--- config.mk ---
export PLATFORM = sky130hd
export DESIGN_NAME = multicycle_accum_dp
export DESIGN_NICKNAME = d
export VERILOG_FILES = /design/src/rtl/multicycle_accum_dp.sv
export SDC_FILE = /design/constraint.sdc
export NUM_CORES = 1
export LEC_CHECK = 0
export ABC_AREA = 1
export BUFFER_PORTS_ARGS = -buffer_cell sky130_fd_sc_hd__buf_2
export CORE_UTILIZATION = 42
export CTS_BUF_LIST = sky130_fd_sc_hd__clkbuf_16
export CTS_CLUSTER_DIAMETER = 100
export DETAILED_ROUTE_END_ITERATION = 12
export PLACE_DENSITY = 0.62
export SETUP_SLACK_MARGIN = 0.05
export SLEW_MARGIN = 0
export SYNTH_ARGS = -nofsm -noshare
export SYNTH_HDL_FRONTEND = slang
export SYNTH_SLANG_ARGS = --single-unit
--- constraint.sdc ---
create_clock -name clk -period 2.72 [get_ports clk]
set_clock_uncertainty 0.05 [all_clocks]
set_input_delay 0.544 -clock clk [delete_from_list [all_inputs] [get_ports clk]]
set_output_delay 0.544 -clock clk [all_outputs]
set_load 0.02 [all_outputs]
--- src/rtl/multicycle_accum_dp.sv ---
// multicycle_accum_dp: captures NOPS operands on start and folds them into an accumulator one per clock.
module multicycle_accum_dp #(
  parameter int WIDTH = 8,
  parameter int NOPS = 4
) (
  input  logic                    clk,
  input  logic                    reset,
  input  logic                    start,
  input  logic [1:0]              mode,
  input  logic [NOPS*WIDTH-1:0]   operands,
  output logic [WIDTH-1:0]        result,
  output logic                    done,
  output logic                    busy,
  output logic                    ovf,
  output logic                    zero
);
  localparam int IW = $clog2(NOPS);
  typedef enum logic [1:0] {IDLE, RUN, DONE} state_t;
  state_t state, state_n;
  logic [WIDTH-1:0] ops [NOPS];
  logic [WIDTH-1:0] acc, b, sum;
  logic [IW-1:0] idx;
  logic [1:0] mode_q;
  logic ovf_i, sub, step_ovf, last, go;
  always_comb begin
    b = ops[idx];
    sub = mode_q == 2'b01 ? 1'b0 : mode_q == 2'b10 ? idx[0] : 1'b1;
    sum = sub ? acc - b : acc + b;
    // operand signs differ on subtract (agree on add) and the result sign flips
    step_ovf = ((acc[WIDTH-1] ^ b[WIDTH-1]) == sub) && (sum[WIDTH-1] != acc[WIDTH-1]);
    last = idx == IW'(NOPS - 1);
    go = start && state != RUN;
    state_n = go ? RUN : state == RUN ? (last ? DONE : RUN) : state == DONE ? IDLE : state;
  end
  always_ff @(posedge clk or negedge reset) begin
    if (!reset) begin
      state <= IDLE;
      for (int i = 0; i < NOPS; i++) ops[i] <= '0;
      acc <= '0;
      idx <= '0;
      mode_q <= '0;
      ovf_i <= 1'b0;
      result <= '0;
      done <= 1'b0;
      busy <= 1'b0;
      ovf <= 1'b0;
      zero <= 1'b1;
    end else begin
      state <= state_n;
      busy <= state_n == RUN;
      done <= state == RUN && last;
      if (go) begin
        for (int i = 0; i < NOPS; i++) ops[i] <= operands[i*WIDTH +: WIDTH];
        mode_q <= mode;
        acc <= operands[WIDTH-1:0];
        idx <= IW'(1);
        ovf_i <= 1'b0;
      end else if (state == RUN) begin
        acc <= sum;
        idx <= idx + IW'(1);
        ovf_i <= ovf_i | step_ovf;
        if (last) begin
          result <= sum;
          ovf <= ovf_i | step_ovf;
          zero <= sum == '0;
        end
      end
    end
  end
endmodule

Word-level counts from Yosys, hierarchy flattened
Index checks and enable logic that the tools add are counted.
- add/subtract/negate cells: 3
- order comparisons: 1
- equality and inequality tests: 9
- mux-type cells: 16
- bitwise logic cells: 4
- reductions and logical operators: 6
- operators by type and width (operator ; count):
    $mux 8 ; 5
    $bmux 8 s2 ; 1
    $mux 2 ; 6
    $add 8x8->8 ; 1
    $logic_not 8->1 ; 1
    $sub 8x8->8 ; 1
    $eq 2x1->1 const B ; 3
    $eq 2x2->1 const B ; 3
    $mux 1 ; 4
    $ge 3x3->1 const B ; 1
    $logic_and 1x1->1 ; 3
    $not 2->3 ; 1
    $reduce_and 3->1 ; 1
    $add 2x1->2 const B ; 1
    $ne 2x1->1 const B ; 1
    $reduce_bool 2->1 ; 1
    $eq 1x1->1 ; 1
    $ne 1x1->1 ; 1
    $not 1->1 ; 1
    $or 1x1->1 ; 1
    $xor 1x1->1 ; 1
- register bits: 59
- output and inout bits: 12

Longest topological paths before layout
- depth after elaboration: 11
- depth in mapped cells: 20
- gate-level depth less buffers: 19

Worst setup path after synthesis
OpenSTA, ideal clock, no wires.
- path type: register to register
- start point: register idx[0]
- end point: register ovf
- data arrival time: 2.629 ns
- data required time: 2.554 ns
- path slack: -0.075 ns
- stages on the path, launching flop included: 21
- buffers on the path: 2
- clock period less this slack: 2.795 ns
- path through: dfrtp_1 -> buf_6 -> buf_6 -> nand2_1 -> nand3_1 -> nand2_1 -> ha_1 -> nand3_1 -> o21ai_0 -> xnor2_1 -> ha_1 -> a21oi_1 -> o21ai_0 -> a31oi_1 -> inv_1 -> nand3_1 -> nand3_1 -> nand3_2 -> nand2_1 -> nand2_1 -> nand2_1
- word-level cells in the longest chain between the ends: 9
- elaborated cells on any way between the ends: 16
- RTL lines (what ; line ; RTL):
    start, declared ; 22 ; logic [IW-1:0] idx;
    start signal, assigned ; 60 ; idx <= idx + IW'(1);
    $not 2->3 (implied by the code) ; 26 ; b = ops[idx];
    $bmux 8 s2 ; 26 ;
    $mux 8 (implied by the code) (2 in series) ; 26 ;
    $add 8x8->8 or $sub 8x8->8 (tied branches) ; 28 ; sum = sub ? acc - b : acc + b;
    $mux 8 ; 28 ;
    $ne 1x1->1 ; 30 ; step_ovf = ((acc[WIDTH-1] ^ b[WIDTH-1]) == sub) && (sum[WIDTH-1] != acc[WIDTH-1]);
    $logic_and 1x1->1 ; 30 ;
    $or 1x1->1 ; 64 ; ovf <= ovf_i | step_ovf;
    end signal, assigned ; 64 ;
    end, declared ; 14 ; output logic ovf,
Parallel ways exist; a longest one is shown, timed or not. The select of a mux whose other input is x is not followed.
A chain may end at the register's enable or synchronous reset.

Final worst setup path
Same ends and word-level chain as after synthesis.

==> results.md <==
* Gpl congestion at 0.826
* H-tree depth at 3
* RR Startpoint: idx[0]
* Final wirelength at 7.45 mm
* Worst-path fanout max at 8
* Startpoint Class: register
* Seq/Total Area, Yosys at 0.491
* # IOs at 49
* Final min period at 2.75 ns
* Initial antenna violation count at 0
* Width of the die at 86.7 µm
* Worst rel slew slack at 0.551
* Unrepaired setup endpoints after global routing: true
* Max Fclk at 0.364 GHz
* Clk buf depth at 2
* Final critical-path share of the clock period at 1.01
* Number of global-route vias before repair at 2649
* Total congestion overflow at 0
* Failing checks: setup timing
* Synthesis Warnings at 0
* Die Area at 0.00751 mm²
* Die span in y at 86.7 µm
* All-Layer GR Usage at 0.214
* Root buffer cell: clkbuf_16
* Pre-antenna DRT Iters at 4
* Core area at 0.00687 mm²
* Hold Slack at 0.205 ns
* Syn nets at 422
* Clk_lat worst skew at 0.33 ns
* TritonCTS buffer count at 9
* Syn avg cell area at 8.03 µm²
* Hold WC Path Type: in2async
* Final Net Count at 508
* Area grow syn2layout at 39.3%
* Ratio of cells with drive above 1 in the final layout at 0.373
* Largest net degree at the start of global routing at 38
* Mapped Area at 0.00301 mm²
* Delay-heaviest family, CP: simple AND/OR/NAND/NOR gates
* Fill cells at 598
* Synthesized instance count at 375
* First-pass GRT wire length at 12.2 mm
* #FFs+latches synth at 59
* Clock slew seen by the registers of the worst setup and hold paths at 0.05 ns
* Iteration-0 DRC Markers at 96
* Pre-CTS WS at -0.0907 ns
* Final Max Slew Viols at 0
* Final WS setup at -0.0293 ns
* Initial core utilization at 0.438
* Detail Placement HPWL at 5.03 mm
* Final ANT Viol Nets at 0
* N_diodes at 0
* Critical Path RT at 2.88 ns
* Port bufs at 48
* CTS tree: yes
* Drt wl/cell at 13.3 µm
* Count of cell types in the netlist at 31
* Crit path DAT at 2.91 ns
* Outcome: finished, violations left
* Via count at 2695
* CP max-delay cell: dfrtp_2
* Kind of critical path: reg2reg
* Final setup fails at 1
* CP Buf/Inv Count at 3
* Cell chain of the critical path: buf_6 > buf_4 > nand2_1 > nand3_2 > nand2_2 > nand3_2 > o21ai_2 > xnor2_1 > ha_1 > a21oi_2 > o21ai_2 > a31oi_4 > inv_2 > nand2_2 > nand3_2 > nand3_2 > nand2_1 > nand2_1 > nand2_1
* Reg area at 0.00148 mm²
* Crit path from: idx[0]
* CP max stage delay at 0.44 ns
* Worst Tran Pin Value at 0.674 ns
* Max-cap violation count at 0
* DRC violations left at 0
* Worst setup EP type: register
* Core Rows at 30
* Footprint of the multi-input gates at 0.00165 mm²
* Clk sinks at 59
* Routed vias/inst at 4.80
* Final Hold Viols at 0
==> area by class of cell <==
class / count / area share
Inverter: 28 / 0.0263
Sequential cell: 59 / 0.353
Clock inverter: 7 / 0.00686
Tap cell: 96 / 0.0286
Multi-Input combinational cell: 276 / 0.394
Clock buffer: 9 / 0.0537
Timing Repair Buffer: 87 / 0.137
==> cell usage after synthesis <==
| cell | count | share of area |
|---|---|---|
| nor2_1 | 6 | 0.0075 |
| xor2_2 | 1 | 0.0054 |
| nand2_1 | 174 | 0.22 |
| o21ai_0 | 17 | 0.028 |
| xor2_1 | 6 | 0.017 |
| o21ai_1 | 1 | 0.0017 |
| nor3_1 | 1 | 0.0017 |
| nand2_2 | 5 | 0.010 |
| fa_1 | 1 | 0.0067 |
| buf_6 | 3 | 0.011 |
| a31oi_1 | 1 | 0.0021 |
| inv_1 | 24 | 0.030 |
| o21a_2 | 1 | 0.0029 |
| nand3_1 | 26 | 0.043 |
| dfrtp_1 | 58 | 0.48 |
| dfstp_2 | 1 | 0.0087 |
| o211ai_1 | 5 | 0.012 |
| clkinv_1 | 1 | 0.0012 |
| o221ai_1 | 3 | 0.0087 |
| a211oi_1 | 1 | 0.0025 |
| o21ai_2 | 1 | 0.0029 |
| a21boi_1 | 1 | 0.0025 |
| buf_2 | 1 | 0.0017 |
| ha_1 | 9 | 0.037 |
| inv_2 | 3 | 0.0037 |
| nand4_1 | 2 | 0.0042 |
| xnor2_1 | 5 | 0.015 |
| nor2_4 | 1 | 0.0037 |
| clkbuf_1 | 8 | 0.010 |
| a21oi_1 | 5 | 0.0083 |
| nand3_2 | 3 | 0.010 |
==> placed cells by master (no fill, tap or decap), types with 4 or more instances in the layout <==
cell type,instances
nand3_2,17
o211ai_1,5
o21ai_0,12
nor2_1,4
buf_2,48
nand2_2,20
nand2_1,156
buf_4,30
o21ai_2,6
inv_2,5
dfrtp_1,56
xor2_2,4
buf_6,8
clkbuf_16,9
ha_1,6
nand3_1,11
xnor2_1,4
inv_1,24
==> path summary, 6_finish.rpt <==
kind	endpoint	cells after the start	slack [ns]
worst max-delay path	ovf	19	-0.03
worst min-delay path	state[1]	1	0.20
worst max register to register	ovf	19	-0.03
worst min register to register	zero	2	0.41
max in group asynchronous	idx[0]	2	1.81
min in group clk	ops[10]	3	0.36
==> cells by family (layout without fill, tap and decap cells) <==
group	Yosys count	in the layout	synth area share
DFF	59	59	0.491
buffers and inverters	40	131	0.0578
adders and majority gates	10	10	0.0441
and+or+nand+nor	218	218	0.298
xor gates and xnor gates	12	12	0.0374
AOI/OAI and AO/OA	36	36	0.0723
==> state kept, by name, summed over array words and instances (netlist names) <==
name and count:
ovf 1, mode_q 2, busy 1, state 2, zero 1, acc 8, ops 32, result 8
idx 2, done 1, ovf_i 1
==> layer usage <==
| metal | vias to the layer above | wire length, µm | global-route usage |
|---|---|---|---|
| li1 | 1363 | - | - |
| met1 | 1257 | 3340 | 0.270 |
| met2 | 63 | 3710 | 0.359 |
| met3 | 12 | 285 | 0.0505 |
| met4 | 0 | 105 | 0.0758 |
| met5 | - | 0 | 0 |
==> timing repair <==
| item | CTS | global route |
|---|---|---|
| gates resized for setup | 29 | 44 |
| pin swaps | 24 | 26 |
| hold buffers | 0 | 0 |
| endpoints found under the setup margin | 9 | 14 |
| buffers inserted | 10 | 6 |
| endpoints found under the hold margin | 0 | 0 |
==> stage by stage <==
stage / instances / TNS [ns] / area (µm²) / utilization
2_1_floorplan: 375 / 0 / 3040 / -
3_3_place_gp: 530 / 0 / 3520 / 0.512
3_5_place_dp: 530 / -0.288 / 3520 / 0.512
4_1_cts: 556 / -0.0224 / 3950 / 0.574
5_1_grt: 562 / -0.852 / 4190 / 0.610
6_report: 562 / -0.0293 / 4190 / 0.610
Power is left out: the tool's default activity adds up to more than one toggle a clock period on the data nets, which glitch-free logic cannot reach.
